$ cat src/rtl/cla_sub_25bit_pipe_pkg.sv
// Shared arithmetic package for the pipelined CLA subtractor.
// Holds the default operand width and the stage-1/stage-2 split point,
// plus the layout of the record carried from stage 1 into stage 2.
package cla_sub_25bit_pipe_pkg;

  localparam int unsigned CLA_WIDTH = 25;
  localparam int unsigned CLA_SPLIT = 16;
  localparam int unsigned CLA_HI    = CLA_WIDTH - CLA_SPLIT;

  // Stage-1 register record: the resolved low difference, the carry into
  // the upper slice, the untouched upper operands (B already inverted),
  // and whether the low difference is all zero.
  typedef struct packed {
    logic [CLA_HI-1:0]    a_hi;
    logic [CLA_HI-1:0]    nb_hi;
    logic                 c_mid;
    logic                 lo_zero;
    logic [CLA_SPLIT-1:0] d_lo;
  } s1_rec_t;

endpackage

$ cat src/rtl/cla_sub_25bit_pipe_add_stage.sv
// cla_add_stage: N-bit carry-lookahead adder slice.
// Ports:
//   a, b   - N-bit addends
//   cin    - carry in
//   s      - N-bit sum
//   cout   - carry out
//   p_grp  - group propagate (all bits propagate)
//   g_grp  - group generate (carry out assuming cin = 0)
module cla_add_stage #(
  parameter int unsigned N = 8
) (
  input  logic [N-1:0] a,
  input  logic [N-1:0] b,
  input  logic         cin,
  output logic [N-1:0] s,
  output logic         cout,
  output logic         p_grp,
  output logic         g_grp
);

  logic [N-1:0] p;
  logic [N-1:0] g;
  logic [N:0]   c;
  logic         gterm;
  logic         pprod;

  // Each carry is built as a flat sum of products over the lower bits
  // (g[j] & p[j+1..i]) plus cin & p[0..i], rather than chaining c[i].
  always_comb begin
    p     = a ^ b;
    g     = a & b;
    c     = '0;
    c[0]  = cin;
    g_grp = 1'b0;
    gterm = 1'b0;
    pprod = 1'b0;
    for (int unsigned i = 0; i < N; i++) begin
      gterm = g[i];
      pprod = p[i];
      for (int unsigned k = 0; k < i; k++) begin
        gterm = gterm | (pprod & g[i-1-k]);
        pprod = pprod & p[i-1-k];
      end
      c[i+1] = gterm | (pprod & cin);
      if (i == N - 1) begin
        g_grp = gterm;
      end
    end
    p_grp = &p;
    s     = p ^ c[N-1:0];
    cout  = c[N];
  end

endmodule

$ cat src/rtl/cla_sub_25bit_pipe.sv
// cla_sub_25bit_pipe: two-stage pipelined unsigned subtractor,
// D = A - B - bin computed as A + ~B + ~bin with CLA slices.
// Stage 1 resolves bits [SPLIT:1]; stage 2 resolves [WIDTH:SPLIT+1].
// Ports:
//   clk, rst_n          - clock, asynchronous active-low reset
//   in_valid/in_ready   - operand handshake (A, B, bin)
//   out_valid/out_ready - result handshake (D, bout, zero)
//   bout                - 1 when A < B + bin
//   zero                - 1 when D == 0
module cla_sub_25bit_pipe
  import cla_sub_25bit_pipe_pkg::*;
#(
  parameter int unsigned WIDTH = CLA_WIDTH,
  parameter int unsigned SPLIT = CLA_SPLIT
) (
  input  logic           clk,
  input  logic           rst_n,
  input  logic           in_valid,
  output logic           in_ready,
  input  logic [WIDTH:1] A,
  input  logic [WIDTH:1] B,
  input  logic           bin,
  output logic           out_valid,
  input  logic           out_ready,
  output logic [WIDTH:1] D,
  output logic           bout,
  output logic           zero
);

  // The stage record is laid out from the package defaults, so the
  // parameters must agree with them.
  if (WIDTH != CLA_WIDTH || SPLIT != CLA_SPLIT) begin : g_param_check
    $error("cla_sub_25bit_pipe: WIDTH/SPLIT must match the package record");
  end

  localparam int unsigned HI = WIDTH - SPLIT;

  logic             s1_valid_q, s1_valid_d;
  s1_rec_t          s1_q, s1_d;
  logic             out_valid_q, out_valid_d;
  logic [WIDTH-1:0] d_q, d_d;
  logic             bout_q, bout_d;
  logic             zero_q, zero_d;

  logic             s1_load;
  logic             s2_load;

  logic [SPLIT-1:0] lo_sum;
  logic             lo_cout;
  logic             lo_p_unused;
  logic             lo_g_unused;

  logic [HI-1:0]    hi_sum;
  logic             hi_cout_unused;
  logic             hi_p;
  logic             hi_g;
  logic             c_final;

  // Stage 1: low slice, subtraction as A + ~B with carry-in ~bin.
  cla_add_stage #(.N(SPLIT)) u_stage1 (
    .a     (A[SPLIT:1]),
    .b     (~B[SPLIT:1]),
    .cin   (~bin),
    .s     (lo_sum),
    .cout  (lo_cout),
    .p_grp (lo_p_unused),
    .g_grp (lo_g_unused)
  );

  // Stage 2: high slice from the registered operands and carry.
  cla_add_stage #(.N(HI)) u_stage2 (
    .a     (s1_q.a_hi),
    .b     (s1_q.nb_hi),
    .cin   (s1_q.c_mid),
    .s     (hi_sum),
    .cout  (hi_cout_unused),
    .p_grp (hi_p),
    .g_grp (hi_g)
  );

  // Final carry from the high group's lookahead terms; no carry means borrow.
  assign c_final = hi_g | (hi_p & s1_q.c_mid);

  assign in_ready  = ~s1_valid_q | ~out_valid_q | out_ready;
  assign out_valid = out_valid_q;
  assign D         = d_q;
  assign bout      = bout_q;
  assign zero      = zero_q;

  always_comb begin
    s1_load = in_valid & in_ready;
    s2_load = s1_valid_q & (~out_valid_q | out_ready);

    s1_valid_d = s1_valid_q;
    if (s2_load) s1_valid_d = 1'b0;
    if (s1_load) s1_valid_d = 1'b1;

    s1_d = s1_q;
    if (s1_load) begin
      s1_d.a_hi    = A[WIDTH:SPLIT+1];
      s1_d.nb_hi   = ~B[WIDTH:SPLIT+1];
      s1_d.c_mid   = lo_cout;
      s1_d.lo_zero = (lo_sum == '0);
      s1_d.d_lo    = lo_sum;
    end

    out_valid_d = out_valid_q;
    if (out_ready) out_valid_d = 1'b0;
    if (s2_load)   out_valid_d = 1'b1;

    d_d    = d_q;
    bout_d = bout_q;
    zero_d = zero_q;
    if (s2_load) begin
      d_d    = {hi_sum, s1_q.d_lo};
      bout_d = ~c_final;
      zero_d = s1_q.lo_zero & (hi_sum == '0);
    end
  end

  always_ff @(posedge clk or negedge rst_n) begin
    if (!rst_n) begin
      s1_valid_q  <= 1'b0;
      s1_q        <= '0;
      out_valid_q <= 1'b0;
      d_q         <= '0;
      bout_q      <= 1'b0;
      zero_q      <= 1'b0;
    end else begin
      s1_valid_q  <= s1_valid_d;
      s1_q        <= s1_d;
      out_valid_q <= out_valid_d;
      d_q         <= d_d;
      bout_q      <= bout_d;
      zero_q      <= zero_d;
    end
  end

endmodule

$ cat config.mk
export PLATFORM = sky130hd
export DESIGN_NAME = cla_sub_25bit_pipe
export DESIGN_NICKNAME = d
export VERILOG_FILES = /design/src/rtl/cla_sub_25bit_pipe_pkg.sv /design/src/rtl/cla_sub_25bit_pipe_add_stage.sv /design/src/rtl/cla_sub_25bit_pipe.sv
export SDC_FILE = /design/constraint.sdc
export NUM_CORES = 1
export LEC_CHECK = 0
export ABC_AREA = 1
export CAP_MARGIN = 40
export CORE_ASPECT_RATIO = 0.9
export CORE_MARGIN = 2
export CORE_UTILIZATION = 25
export CTS_CLUSTER_DIAMETER = 80
export CTS_CLUSTER_SIZE = 8
export DETAILED_ROUTE_END_ITERATION = 7
export SETUP_SLACK_MARGIN = 0.1
export SYNTH_ARGS = -nofsm -noshare
export SYNTH_HDL_FRONTEND = slang
export SYNTH_SLANG_ARGS = --single-unit
$ cat constraint.sdc
create_clock -name clk -period 3.9 [get_ports clk]
set_input_delay 0.78 -clock clk [delete_from_list [all_inputs] [get_ports clk]]
set_output_delay 0.78 -clock clk [all_outputs]
set_load 0.1 [all_outputs]
==> results of run 1 <==
[power breakdown]
group | internal [mW] | total, mW | switching [mW]
sequential | 0.851 | 0.955 | 0.104
clock | 0.559 | 0.852 | 0.294
combinational | 0.785 | 2.09 | 1.31
[final timing paths]
kind | from | to | cells after the start
worst min-delay path | s1_q[5] | D[6] | 2
min in group asynchronous | rst_n | s1_q[1] | 1
worst max-delay path | out_ready | in_ready | 4
worst min register to register | s1_q[5] | D[6] | 2
worst max register to register | s1_q[19] | zero | 15
max in group asynchronous | rst_n | s1_q[29] | 2
[final cells by class]
class	instances	area, um^2	share of cell area (%)
Clock inverter	7	95.1	1.66
Clock buffer	9	225	3.94
Timing Repair Buffer	116	1370	23.9
Inverter	60	225	3.94
Tap cell	198	248	4.33
Multi-Input combinational cell	357	1930	33.7
Sequential cell	65	1630	28.5
[cells by family after synthesis]
family / count (synthesis)
buffers and inverters: 73
and+or+nand+nor: 259
xor gates and xnor gates: 8
adders and majority gates: 28
AOI/OAI and AO/OA: 62
DFF: 65
[per-stage QoR]
step,worst slack (ns),cells,hold WS [ns]
floorplan,0.833,495,0.442
global placement,1.06,768,0.456
detailed placement,1.01,796,0.460
CTS,1.32,812,0.475
global route,1.16,812,0.499
finish,1.33,812,0.470
[worst register-to-register path, cell delays in order, from the launching register on]
cell and delay [ns]:
dfrtp_1 0.38, ha_1 0.34, a21oi_1 0.14, nand2_1 0.09
nand2_1 0.07, nand2_1 0.07, nand2_1 0.08, nand2_2 0.08
nand2_2 0.09, nand2_1 0.09, nand2_1 0.09, nand2_1 0.05
nand2_1 0.05, nand2_1 0.07, nand3_1 0.09, nand2_1 0.05
[layout by cell type (no fill, tap or decap), drive strengths merged]
master	synthesis	final
o2111ai	1	1
a31oi	5	5
inv	58	58
nand2	192	192
clkdlybuf4s50	0	81
nor3	4	4
o21a	1	1
nand3b	4	4
clkinvlp	0	1
a22o	1	1
o21ai	37	37
nand3	27	27
fa	2	2
buf	3	35
bufinv	0	2
xnor2	3	3
a211oi	2	2
ha	26	26
o21bai	2	2
dfrtp	65	65
xor2	5	5
clkinv	2	6
nand4	3	3
a21oi	13	13
clkbuf	10	9
nor2	29	29
[flip-flops by register name, indices dropped and copies added, names as in the netlist]
name,count
s1_q,36
D,25
bout,1
out_valid,1
s1_valid_q,1
zero,1
[metal layers]
layer	wire length (um)	track usage, %
met1	4620	16.1
met2	4220	19.4
met3	431	3.29
met4	72	2.89
met5	0	0
==> flow_summary.yaml, run 1 <==
global_routing:
  grt_pass1_vias: 3435
  grt.overflow.total: 0
  grt_first_pass_wirelength_um: 15700
  grt_max_degree: 44
  track_usage_pct: 12.0
  antenna_found_initial: 0
pwr:
  peakVddDrop_mv: 0.464
  power_mw: 3.90
  p_leak_nw: 2.84
  p_per_area_nw_per_um2: 682
clocking:
  cts_setup_buffers: 0
  cts_max_path_buffers: 2
  root_buffer: "clkbuf_16"
  cts_htree_levels: 3
  clock_sinks: 65
  clk_pin_slew_worst_paths_ns: 0.06
  cts_resized: 0
  cts_buffers: 9
  cts_tree: "yes"
  clkLatencyLatePin_ns: 0.32
  holdBufCountCts: 0
logic_synthesis:
  ys_top_cells_by_area: "dfrtp_1, nand2_1, ha_1"
  synth_top_family_by_area: "simple AND/OR/NAND/NOR gates"
  synthMuxAreaShare_pct: 0
  synth_edf_count: 0
  synth.top_cells.by_count: "nand2_1, dfrtp_1, inv_1"
  synth_top_area_share_pct: 42.4
  ys_seq_area_share_pct: 42.4
  synth-adder-area-share_pct: 9.52
  syn_nets: 578
  yosys_warnings: 0
  yosysTopAreaCell: "dfrtp_1"
  synthXorXnorAreaFrac_pct: 1.83
  synth.most_common_cell: "nand2_1"
  ys_async_sr_fraction_pct: 100
  synthFlopType: "dfrtp_1"
  synth_compound_area_share_pct: 9.58
  synthCells: 495
  synth-seq-cells: 65
  synth-simple-area-share_pct: 29.3
  ys_types: 37
  syn_avg_cell_area_um2: 7.75
  syn-cell-area_um2: 3840
floorplanning:
  die_w_um: 135
  dieArea_um2: 16400
  core_region_area_um2: 14900
  row_count: 42
  die_h_um: 122
  initial_utilization_pct: 25.8
  ios: 84
routing:
  via_per_inst: 4.31
  wl_per_cell_um: 11.5
  vias: 3503
  antenna_left: 0
  drt_iter0_drc: 204
  drt-pass1-iter-count: 4
  routed_wl_um: 9350
  remaining_drc_errors: 0
final_layout:
  fillCellCount: 1485
  fin_util_pct: 38.4
  n_antenna_cell: 0
  area_growth_syn_to_layout_pct: 48.9
  drive_above_1_share_pct: 13.5
  num-nets-final: 692
  final_area_um2: 5720
worst_setup_path:
  critPathArrivalTime_ns: 1.79
  crit_type: "in2out"
  crit_required_ns: 3.12
  critPathSlowestCell: "clkdlybuf4s50_1"
  cp_cell_sequence: "clkdlybuf4s50_1 > inv_1 > nand3_1 > buf_4"
  cp-start-kind: "input port"
  rrSetupSlack_ns: 1.97
  critPathTopFamily: "buffers and inverters"
  cp-end-kind: "output port"
  max_stage_delay_ns: 0.45
  critPathBufInv: 3
  path_max_fanout: 4
sta:
  skew_ns: 0.00708
  finalCritPeriodShare_pct: 65.8
  drv_slew: 0
  rsz0062_at_grt: "false"
  period_minus_slack_ns: 2.57
  setup_viol: 0
  relSlewSlack_pct: 45.7
  fin_setup_tns_ns: 0
  fmax_mhz: 390
  hold_viol_final: 0
  tightest_slew_ns: 0.815
place:
  hpwl_um: 7210
  gp_congestion: 0.781
  placedInstanceArea_um2: 5400
  port_buffers: 83
min_path:
  hold_class: "reg2reg"
outcome:
  outcome: "completed"
run:
  max_cap_violations: 0
(Power assumes the default switching activity.)
==> run 2: changes to the inputs <==
- clock period: 3.9 -> 2.1 ns (I/O delays scaled with it)
==> flow_summary.yaml, run 2 (synthesis gave the netlist of run 1 again) <==
floorplanning:
  core_region_area_um2: 14900
  dieArea_um2: 16400
  die_h_um: 122
  ios: 84
  initial_utilization_pct: 25.8
  row_count: 42
  die_w_um: 135
worst_setup_path:
  cp_cell_sequence: "clkdlybuf4s50_1 > inv_1 > ha_4 > nand2_1 > nand2_1 > nor3_2 > o21ai_1 > a21oi_2 > nand3b_1 > nand2_2 > nand3_2 > o21bai_2"
  path_max_fanout: 3
  max_stage_delay_ns: 0.45
  cp-start-kind: "input port"
  critPathSlowestCell: "clkdlybuf4s50_1"
  critPathBufInv: 2
  path_common_cell: "nand2_1"
  critPathTopFamily: "simple AND/OR/NAND/NOR gates"
  cp-end-kind: "flip-flop"
  crit_required_ns: 2.35
  crit_type: "in2reg"
  critPathArrivalTime_ns: 2.17
clocking:
  clk_pin_slew_worst_paths_ns: 0.05
  cts_htree_levels: 3
  cts_tree: "yes"
  cts_max_path_buffers: 2
  cts_buffers: 9
  holdBufCountCts: 0
  root_buffer: "clkbuf_16"
  clock_sinks: 65
  clkLatencyLatePin_ns: 0.32
pwr:
  seqPwrFrac_pct: 26.0
  p_switching_mw: 3.12
  clock_power_share_pct: 26.4
  p_int_mw: 3.76
  p_comb_share_pct: 47.6
  p_per_area_nw_per_um2: 1160
  peakVddDrop_mv: 0.816
  p_leak_nw: 2.97
  p_sw_share_pct: 45.3
run:
  max_cap_violations: 0
final_layout:
  top_register: "s1_q"
  final_cell_mix: "nand2_1, buf_4, dfrtp_1"
  fillCellCount: 1495
  largest_reg_flops: 36
  final_area_um2: 5910
  fin_util_pct: 39.7
  n_antenna_cell: 0
  drive_above_1_share_pct: 29.8
  area_growth_syn_to_layout_pct: 53.8
  stdcell_count: 835
  final_common_cell: "nand2_1"
  num-nets-final: 715
  multi_input_area_um2: 2250
  seqCellArea_um2: 1630
routing:
  remaining_drc_errors: 0
  wl_per_cell_um: 11.8
  via_per_inst: 4.28
  drt_iter0_drc: 169
  routed_wl_um: 9830
  antenna_left: 0
  drt-pass1-iter-count: 4
  vias: 3571
sta:
  tightest_slew_ns: 0.391
  skew_ns: 0.00353
  finalCritPeriodShare_pct: 91.2
  fin_setup_tns_ns: 0
  fmax_mhz: 522
  timing.hold.ws_ns: 0.102
  hold_viol_final: 0
  rsz0062_at_grt: "true"
  drv_slew: 0
  period_minus_slack_ns: 1.92
  relSlewSlack_pct: 73.9
  setup_viol: 0
outcome:
  outcome: "completed"
global_routing:
  track_usage_pct: 12.1
  grt_max_degree: 66
  grt_first_pass_wirelength_um: 16000
  grt.overflow.total: 0
  grt_pass1_vias: 3471
  antenna_found_initial: 0
place:
  hpwl_um: 7220
  place_inst: 812
  port_buffers: 83
  gp_congestion: 0.793
  placedInstanceArea_um2: 5190
min_path:
  hold_class: "in2async"
==> run 2: cell types whose count changed in the layout (fill, tap and decap cells not counted), moves of 7 or more <==
| cell | delta |
|---|---|
| buf_16 | -7 |
| buf_4 | +77 |
| buf_8 | -21 |
| clkdlybuf4s50_1 | -47 |
| dlygate4sd2_1 | +15 |
| ha_1 | -13 |
| ha_4 | +13 |
| inv_1 | -12 |
| inv_2 | +11 |
| nand2_1 | -11 |
| nand2_2 | +9 |
==> run 2: routing by layer <==
metal  GRT usage [%]  wire length, um
met1            15.5             4650
met2            20.0             4530
met3            3.95              545
met4            2.70              108
met5               0                0
==> run 2: layout make-up <==
cell class / instances / share of cell area [%]
sequential: 65 / 27.6
inverter: 60 / 3.86
clock inverter: 7 / 2.42
timing repair buffer: 139 / 20.0
multi-input combinational: 357 / 38.1
tap: 198 / 4.19
clock buffer: 9 / 3.81
==> run 2: worst paths after layout <==
kind,from,endpoint,slack (ns),depth (start not counted)
worst min register to register,s1_q[0],D[1],0.47,2
worst min-delay path,rst_n,D[4],0.10,2
min in group clk,s1_q[0],D[1],0.47,2
worst max register to register,s1_q[19],zero,0.21,13
max in group asynchronous,rst_n,s1_q[24],1.70,2
worst max-delay path,B[14],s1_q[16],0.18,12
==> run 2: what timing repair did <==
action,4_1_cts,5_1_grt
resized for setup,50,36
pin swaps,29,23
setup buffers,4,3
endpoints found under the setup margin,10,7
==> run 2: metrics by stage <==
step,power (mW),worst slack [ns]
after floorplan,4.08,0.126
after global placement,4.93,-0.348
after detailed placement,4.96,-0.366
after CTS,6.87,0.101
after global routing,7.21,0.0365
final,6.87,0.184
==> run 2: worst reg2reg max path: cells and delay by family (launching register included) <==
| kind | cells | cell delay, ns |
|---|---|---|
| AO/OA/AOI/OAI | 1 | 0.14 |
| adder cells (fa/ha/maj) | 1 | 0.26 |
| flip-flops | 1 | 0.40 |
| AND/OR/NAND/NOR | 10 | 0.87 |
| XOR/XNOR | 1 | 0.16 |
==> run 2: power by group through the flow <==
stage | Combinational [mW] | Sequential (mW) | Clock (mW)
after floorplan | 0.836 | 3.24 | 0
after global placement | 3.13 | 1.80 | 0
after detailed placement | 3.15 | 1.81 | 0
after CTS | 3.22 | 1.79 | 1.85
after global routing | 3.48 | 1.83 | 1.90
final | 3.27 | 1.79 | 1.81
==> run 3: changes to the inputs <==
- ABC_AREA: 1 -> 0
- CORE_UTILIZATION: 25 -> 40
- PLACE_DENSITY: default -> 0.69
==> flow_summary.yaml, run 3 <==
outcome:
  outcome: "complete, but fails checks"
  failed_checks: "setup timing"
clocking:
  clock_sinks: 65
  clk_pin_slew_worst_paths_ns: 0.07
  cts_htree_levels: 3
  clkLatencyLatePin_ns: 0.34
  root_buffer: "clkbuf_8"
  holdBufCountCts: 0
  cts_tree: "yes"
  cts_buffers: 9
  cts_max_path_buffers: 2
global_routing:
  antenna_found_initial: 0
  grt_pass1_vias: 3254
  grt.overflow.total: 0
  grt_max_degree: 34
  grt_first_pass_wirelength_um: 14600
  track_usage_pct: 18.5
pwr:
  p_per_area_nw_per_um2: 1050
  peakVddDrop_mv: 0.518
  p_leak_nw: 2.69
sta:
  setup_ws_ns: -0.510
  hold_viol_final: 0
  drv_slew: 0
  finalCritPeriodShare_pct: 124
  relSlewSlack_pct: 61.8
  rsz0062_at_grt: "true"
  fin_setup_tns_ns: -1.28
  skew_ns: 0.00720
  tightest_slew_ns: 0.573
  fmax_mhz: 383
  period_minus_slack_ns: 2.61
  setup_viol: 7
logic_synthesis:
  yosysTopAreaCell: "dfrtp_1"
  syn_avg_cell_area_um2: 10.2
  synthCells: 351
  synth.top_cells.by_count: "dfrtp_1, nand2_1, o21ai_0"
  synth-seq-cells: 65
  synth.most_common_cell: "dfrtp_1"
  synth_edf_count: 0
  ys_seq_area_share_pct: 45.2
  syn_nets: 434
  ys_async_sr_fraction_pct: 100
  synthFlopType: "dfrtp_1"
  synth_top_area_share_pct: 45.2
  ys_types: 46
  yosys_warnings: 0
  syn-cell-area_um2: 3600
  ys_top_cells_by_area: "dfrtp_1, mux2_2, ha_1"
routing:
  wl_per_cell_um: 13.6
  drt-pass1-iter-count: 4
  antenna_left: 0
  routed_wl_um: 8600
  remaining_drc_errors: 0
  drt_iter0_drc: 117
  via_per_inst: 4.88
  vias: 3089
place:
  hpwl_um: 6370
  port_buffers: 83
  gp_congestion: 0.747
  dp_slack_ns: -1.39
  place_inst: 604
final_layout:
  top_register: "s1_q"
  final_common_cell: "buf_4"
  stdcell_count: 633
  final_cell_mix: "buf_4, dfrtp_1, nand2_1"
  n_antenna_cell: 0
  largest_reg_flops: 36
  fillCellCount: 700
  drive_above_1_share_pct: 44.9
  num-nets-final: 592
  area_growth_syn_to_layout_pct: 58.4
worst_setup_path:
  reg2reg_from: "s1_q[27]"
  crit_required_ns: 2.35
  critPathBufInv: 2
  cp_cell_sequence: "buf_8 > inv_4 > ha_4 > nor2b_4 > o2111a_2 > or3_4 > or4_4 > a2111o_1 > a221oi_2 > nand4_1 > o31ai_2"
  critPathSlowestCell: "or4_4"
  max_stage_delay_ns: 0.42
  path_max_fanout: 2
  reg2reg_depth: 9
  rrSetupSlack_ns: 0.11
  critPathArrivalTime_ns: 2.86
  r2r-end: "zero"
  cp-start-kind: "input port"
  critPathTopFamily: "compound AO/OA/AOI/OAI gates"
  crit_type: "in2reg"
  cp-end-kind: "flip-flop"
  worst-path-stages: 11
run:
  max_cap_violations: 0
floorplanning:
  ios: 84
  die_w_um: 104
  initial_utilization_pct: 41.6
  core_region_area_um2: 8650
  row_count: 32
  dieArea_um2: 9770
  die_h_um: 94.0
min_path:
  hold_class: "in2async"
==> run 3: cell types whose count changed after synthesis, moves of 6 or more <==
cell      before  now
inv_1         55   25
mux2_2         0   30
nand2_1      180   43
nand2_2       11    0
nand2b_1       0    6
nand3_1       21    2
nand3_2        6    0
nor2_1        25   19
xor2_1         5   12
==> run 3: through the flow <==
stage	utilization (%)	hold WS [ns]	area [um^2]	power, mW
5_1_grt	65.9	0.0985	5700	6.28
3_3_place_gp	59.3	0.446	5130	4.80
6_report	65.9	0.0689	5700	5.98
4_1_cts	64.4	0.0807	5570	5.93
2_1_floorplan	-	0.124	3780	4.01
3_5_place_dp	59.3	0.454	5130	4.86
==> run 3: cells by family after synthesis <==
logic type | count (synthesis) | share of synthesized area (%)
mux | 30 | 9.39
compound gates | 77 | 14.2
simple gates | 97 | 12.8
flops | 65 | 45.2
fa+ha+maj | 28 | 10.2
buf+inv | 35 | 3.65
xor+xnor | 19 | 4.63
==> run 3: worst max path at each step <==
stage / startpoint / to / slack [ns]
2_1_floorplan: B[1] / s1_q[16] / -0.66
3_3_place_gp: B[1] / s1_q[16] / -1.24
3_5_place_dp: B[1] / s1_q[16] / -1.39
4_1_cts: B[1] / s1_q[16] / -0.65
5_1_grt: B[1] / s1_q[16] / -0.59
6_report: B[1] / s1_q[16] / -0.51
==> run 3: repair_timing <==
action	in CTS	in global routing
pin swaps	50	39
gates resized for setup	105	40
endpoints found under the setup margin	20	15
setup buffers	15	4
==> run 3: cell type report <==
| type | instances | area (um^2) | area share, % |
|---|---|---|---|
| multi-input combinational | 251 | 2270 | 39.9 |
| sequential | 65 | 1630 | 28.6 |
| timing repair buffer | 157 | 1370 | 24.0 |
| tap | 119 | 149 | 2.61 |
| clock buffer | 10 | 138 | 2.41 |
| inverter | 25 | 96.3 | 1.69 |
| clock inverter | 6 | 43.8 | 0.768 |
==> run 3: report_power, final <==
group	internal (mW)	switching, mW	leakage [nW]
logic	1.07	2.20	1.83
clock network	0.459	0.489	0.0805
registers	1.57	0.186	0.784
total	3.10	2.88	2.69
==> run 3: layer usage <==
metal  wire length, um  vias to the layer above  global-route usage [%]
met5                 0                        -                       0
met1              3700                     1457                    21.9
met2              4360                       66                    33.2
met3               370                       14                    3.88
met4               167                        0                    7.09
li1                  -                     1552                       -
